--- src/rtl/uart_rx_cfg.sv ---
// uart_rx_cfg - parametrised UART receiver fed by a shared oversampling tick.
//
// Frame: start(0), DATA_BITS data bits LSB first, optional parity bit,
// STOP_BITS stop bits. Each bit is sampled three times around its middle
// and decided by a 2-of-3 vote. A start bit that votes high is discarded.
//
// Ports
//   clk        system clock, rising edge
//   rst        synchronous active-high reset
//   rx         asynchronous serial input, idle high
//   b_tick     one-clk strobe, OVERSAMPLE strobes per bit period
//   rx_data    last received word, held until the next rx_valid
//   rx_valid   one-clk pulse when a frame completes
//   parity_err parity mismatch in the last frame
//   frame_err  a stop bit of the last frame sampled low
//   busy       high from start detection until back in idle
module uart_rx_cfg #(
  parameter int unsigned DATA_BITS  = 8,
  parameter int unsigned OVERSAMPLE = 16,
  parameter int unsigned PARITY_EN  = 0,
  parameter int unsigned PARITY_ODD = 0,
  parameter int unsigned STOP_BITS  = 1
) (
  input  logic                 clk,
  input  logic                 rst,
  input  logic                 rx,
  input  logic                 b_tick,
  output logic [DATA_BITS-1:0] rx_data,
  output logic                 rx_valid,
  output logic                 parity_err,
  output logic                 frame_err,
  output logic                 busy
);

  localparam int unsigned   TW      = $clog2(OVERSAMPLE);
  localparam logic [TW-1:0] T_MIDM1 = TW'(OVERSAMPLE / 2 - 1);
  localparam logic [TW-1:0] T_MID   = TW'(OVERSAMPLE / 2);
  localparam logic [TW-1:0] T_MIDP1 = TW'(OVERSAMPLE / 2 + 1);
  localparam logic [TW-1:0] T_LAST  = TW'(OVERSAMPLE - 1);
  localparam logic [3:0]    B_LAST  = 4'(DATA_BITS - 1);
  localparam logic [3:0]    S_LAST  = 4'(STOP_BITS - 1);
  localparam logic          ODD     = (PARITY_ODD != 0);

  typedef enum logic [2:0] {
    S_IDLE,
    S_START,
    S_DATA,
    S_PARITY,
    S_STOP
  } state_t;

  state_t                 state_q, state_d;
  logic                   sync1_q, rx_s_q;
  logic [TW-1:0]          tick_q, tick_d;
  logic [3:0]             bit_q, bit_d;
  logic [2:0]             samp_q, samp_d;
  logic                   armed_q, armed_d;
  logic [DATA_BITS-1:0]   shift_q, shift_d;
  logic [DATA_BITS-1:0]   data_q, data_d;
  logic                   perr_int_q, perr_int_d;
  logic                   ferr_int_q, ferr_int_d;
  logic                   valid_q, valid_d;
  logic                   perr_q, perr_d;
  logic                   ferr_q, ferr_d;
  logic                   vote_live;
  logic                   vote_bit;
  logic                   ferr_now;

  // vote_live is used on the MID+1 tick itself, where the third sample is
  // still on rx_s and not yet in samp_q.
  assign vote_live = (samp_q[0] & samp_q[1]) | (samp_q[0] & rx_s_q) | (samp_q[1] & rx_s_q);
  assign vote_bit  = (samp_q[0] & samp_q[1]) | (samp_q[0] & samp_q[2]) | (samp_q[1] & samp_q[2]);
  assign ferr_now  = ferr_int_q | ~vote_live;

  always_ff @(posedge clk) begin
    if (rst) begin
      sync1_q <= 1'b1;
      rx_s_q  <= 1'b1;
    end else begin
      sync1_q <= rx;
      rx_s_q  <= sync1_q;
    end
  end

  always_comb begin
    state_d    = state_q;
    tick_d     = tick_q;
    bit_d      = bit_q;
    samp_d     = samp_q;
    armed_d    = armed_q;
    shift_d    = shift_q;
    data_d     = data_q;
    perr_int_d = perr_int_q;
    ferr_int_d = ferr_int_q;
    valid_d    = 1'b0;
    perr_d     = perr_q;
    ferr_d     = ferr_q;

    if (b_tick) begin
      if (state_q != S_IDLE) begin
        if (tick_q == T_MIDM1) samp_d[0] = rx_s_q;
        if (tick_q == T_MID)   samp_d[1] = rx_s_q;
        if (tick_q == T_MIDP1) samp_d[2] = rx_s_q;
        tick_d = (tick_q == T_LAST) ? '0 : tick_q + 1'b1;
      end

      unique case (state_q)
        S_IDLE: begin
          tick_d = '0;
          if (rx_s_q) begin
            armed_d = 1'b1;
          end else if (armed_q) begin
            state_d    = S_START;
            perr_int_d = 1'b0;
            ferr_int_d = 1'b0;
          end
        end
        S_START: begin
          if (tick_q == T_MIDP1 && vote_live) begin
            state_d = S_IDLE;
            tick_d  = '0;
          end else if (tick_q == T_LAST) begin
            state_d = S_DATA;
            bit_d   = '0;
          end
        end
        S_DATA: begin
          if (tick_q == T_LAST) begin
            shift_d = {vote_bit, shift_q[DATA_BITS-1:1]};
            if (bit_q == B_LAST) begin
              state_d = (PARITY_EN != 0) ? S_PARITY : S_STOP;
              bit_d   = '0;
            end else begin
              bit_d = bit_q + 4'd1;
            end
          end
        end
        S_PARITY: begin
          if (tick_q == T_LAST) begin
            perr_int_d = vote_bit ^ (^shift_q) ^ ODD;
            state_d    = S_STOP;
            bit_d      = '0;
          end
        end
        S_STOP: begin
          if (tick_q == T_MIDP1) begin
            if (!vote_live) ferr_int_d = 1'b1;
            // Last stop bit closes the frame at mid-bit rather than end of
            // bit, leaving slack for a transmitter running slightly fast.
            if (bit_q == S_LAST) begin
              state_d = S_IDLE;
              tick_d  = '0;
              valid_d = 1'b1;
              data_d  = shift_q;
              perr_d  = perr_int_q;
              ferr_d  = ferr_now;
              armed_d = ~ferr_now;
            end
          end else if (tick_q == T_LAST) begin
            bit_d = bit_q + 4'd1;
          end
        end
        default: state_d = S_IDLE;
      endcase
    end
  end

  always_ff @(posedge clk) begin
    if (rst) begin
      state_q    <= S_IDLE;
      tick_q     <= '0;
      bit_q      <= '0;
      samp_q     <= '0;
      armed_q    <= 1'b0;
      shift_q    <= '0;
      data_q     <= '0;
      perr_int_q <= 1'b0;
      ferr_int_q <= 1'b0;
      valid_q    <= 1'b0;
      perr_q     <= 1'b0;
      ferr_q     <= 1'b0;
    end else begin
      state_q    <= state_d;
      tick_q     <= tick_d;
      bit_q      <= bit_d;
      samp_q     <= samp_d;
      armed_q    <= armed_d;
      shift_q    <= shift_d;
      data_q     <= data_d;
      perr_int_q <= perr_int_d;
      ferr_int_q <= ferr_int_d;
      valid_q    <= valid_d;
      perr_q     <= perr_d;
      ferr_q     <= ferr_d;
    end
  end

  assign rx_data    = data_q;
  assign rx_valid   = valid_q;
  assign parity_err = perr_q;
  assign frame_err  = ferr_q;
  assign busy       = (state_q != S_IDLE);

endmodule

--- config.mk ---
export PLATFORM = sky130hd
export DESIGN_NAME = uart_rx_cfg
export DESIGN_NICKNAME = d
export VERILOG_FILES = /design/src/rtl/uart_rx_cfg.sv
export SDC_FILE = /design/constraint.sdc
export NUM_CORES = 1
export LEC_CHECK = 0
export CAP_MARGIN = 40
export CORE_UTILIZATION = 51
export DETAILED_ROUTE_END_ITERATION = 16
export GPL_ROUTABILITY_DRIVEN = 0
export PLACE_DENSITY = 0.76
export SLEW_MARGIN = 15
export SYNTH_ARGS = -nofsm -noshare
export SYNTH_HDL_FRONTEND = slang
export SYNTH_SLANG_ARGS = --single-unit
export TNS_END_PERCENT = 30
--- constraint.sdc ---
create_clock -name clk -period 1.85 [get_ports clk]
set_input_delay 0.2775 -clock clk [delete_from_list [all_inputs] [get_ports clk]]
set_output_delay 0.2775 -clock clk [all_outputs]
set_load 0.1 [all_outputs]
==> results.cfg <==
[run_status]
status = finished, violations left
violations = setup timing

[critical_path]
critPathMaxFanout = 5
critical-path-top-delay-family = simple AND/OR/NAND/NOR gates
start_kind = flop
crit_buf_inv = 1
path_class = reg2reg
slowest_stage = or4b_4
arrival_ns = 2.15
crit_path_cell_trace = inv_4 -> ha_4 -> nand3b_1 -> nor2b_1 -> or4b_4 -> o21ai_1 -> a31o_2
cp.required_ns = 2.14
cpPeakStageDelay_ns = 0.51
crit_path_end_kind = flop

[logic_synthesis]
ys_seq_elements = 38
avgSynthCellArea_um2 = 9.05
yosys.area.top_type = dfxtp_1
ys.flop_type = dfxtp_1
ys_warn_count = 0
synth_area_um2 = 1860
synth_top_area_share = 0.410
ys_seq_area_frac = 0.410
async_flop_share = 0
synth-edff-count = 0
syn-num-nets = 214
syn_inst = 205
synth_cell_types = 46
yosys-top-cells-area = dfxtp_1, mux2i_1, nor2_1

[power]
leakagePower_nw = 0.931
power_density_nw_per_um2 = 680
power_mw = 1.59
vdd_drop_max_v = 0.000454

[clock_tree]
insertion_delay_ns = 0.35
cts_buffers = 5
clk_pin_slew_ns = 0.11
cts_tree = built
cts_sinks = 38
ctsHtreeMaxLevel = 2
cts_root_buf = clkbuf_4
clk_path_buf_depth = 2

[sta]
rsz0062_at_grt = yes
min_period_ns = 1.85
whs_ns = 0.421
worst_pin_slew_ns = 0.345
max_freq_mhz = 539
worst_slack_ns = -0.00479
hold_viol = 0
fin_crit_sh = 1.00
skew_ns = 0.0185
finalMaxSlewViolations = 0
finalSetupViolCount = 1
slew_headroom = 0.770
tns_ns = -0.00479

[routing]
post-route-drc-count = 0
drt-initial-drc-count = 72
avgViaCountPerCell = 5.53
num_vias = 1560
ant_nets = 0
wl_um = 3870
first_pass_iters = 4
wire_per_inst_um = 13.7

[global_routing]
overflow = 0
antenna_found_initial = 0
grt_pass1_wl_um = 6370
grt_pass1_vias = 1501
grt_util_all_layers = 0.205
grt_max_degree = 40

[flow_run]
cap_violations = 0

[die]
start_util = 0.543
rows = 21
core_area_um2 = 3420
die_h_um = 62.3
die_area_um2 = 3880
dieWidth_um = 62.3
io_pins = 16

[layout]
num_antenna_cells = 0
final_area_um2 = 2330
area_growth_pct = 25.6
layout.nets = 244
num-fill-cells = 291
stdcell_count = 282
post_route_cells_drive_above_1_share = 0.263
fin_util = 0.682
multi_input_area_um2 = 1080
regArea_um2 = 771

[place]
dpl_worst_slack_ns = -0.0298
place_hpwl_um = 2600
dpl-instance-area_um2 = 2120
portBuffers = 15
placed_cells = 269

[worst_hold_path]
min_path_type = reg2reg
routing by layer:
layer	vias to the layer above	part of all wire	GRT usage	routed length, um
li1	770	-	-	-
met1	747	0.45	0.238	1740
met2	31	0.50	0.356	1920
met3	12	0.029	0.0460	113
met4	0	0.023	0.0988	87
met5	-	0	0	0
kinds of logic (layout without fill, tap and decap cells):
family                     Yosys count  count (layout)  share of synthesized area
AOI/OAI and AO/OA                   27              27                      0.102
DFF                                 38              38                      0.410
and+or+nand+nor                     86              86                      0.238
buffers and inverters               16              47                     0.0357
adders and majority gates            7               7                     0.0445
xor gates and xnor gates             7               7                     0.0405
muxes                               24              24                      0.129
area by class of cell:
| class | count | share of cell area |
|---|---|---|
| Timing Repair Buffer | 32 | 0.124 |
| Inverter | 7 | 0.0123 |
| Clock inverter | 3 | 0.0295 |
| Tap cell | 46 | 0.0247 |
| Multi-Input combinational cell | 151 | 0.463 |
| Sequential cell | 38 | 0.331 |
| Clock buffer | 5 | 0.0161 |
path summary, 6_finish.rpt:
| kind | slack (ns) | start | cells past startpoint | endpoint |
|---|---|---|---|---|
| hold / removal | 0.42 | sync1_q | 1 | rx_s_q |
| setup reg to reg | -0.005 | tick_q[1] | 7 | state_q[0] |
| hold reg to reg | 0.42 | sync1_q | 1 | rx_s_q |
| setup / recovery | -0.005 | tick_q[1] | 7 | state_q[0] |
what timing repair did:
action / 4_1_cts / 5_1_grt
pin swaps: 1 / 4
endpoints found under the setup margin: 6 / 20
setup buffers: 2 / 3
hold buffers: 0 / 0
resized for setup: 2 / 20
cells in the mapped netlist (2+ instances only):
library cell  number
clkbuf_1           6
xnor2_1            6
maj3_1             2
a21oi_1           10
dfxtp_1           38
nor3_1             4
nand3b_1           4
mux2i_1           24
nand3_1            6
inv_1              7
buf_2              2
ha_1               5
nand2b_1           6
or2_2              3
nand2_1           11
nor4_1             2
nor2b_1            5
o21ai_0            4
nor2_1            33
registers in the layout, indices dropped and copies added (netlist names), 3 cells and up:
| signal | flops |
|---|---|
| shift_q | 8 |
| state_q | 3 |
| samp_q | 3 |
| rx_data | 8 |
| tick_q | 4 |
| bit_q | 4 |
cells in the final DEF, fill, tap and decap left out, types with 4 or more instances in the layout:
cell / instances
inv_1: 5
ha_1: 4
nor2b_1: 5
nand2_1: 11
a21oi_1: 9
nand3_1: 6
dfxtp_1: 34
nor2_1: 33
nand3b_1: 4
clkbuf_4: 5
xnor2_1: 6
nand2b_1: 6
buf_4: 25
mux2i_1: 24
report_power, final:
| part | leakage (nW) | total [mW] | switching, mW | internal (mW) |
|---|---|---|---|---|
| Sequential | 0.309 | 0.823 | 0.00308 | 0.820 |
| Combinational | 0.566 | 0.0571 | 0.0317 | 0.0254 |
| Clock | 0.0554 | 0.705 | 0.283 | 0.423 |
| Total | 0.931 | 1.59 | 0.317 | 1.27 |
Note: power is estimated with default switching activity, not from simulation.
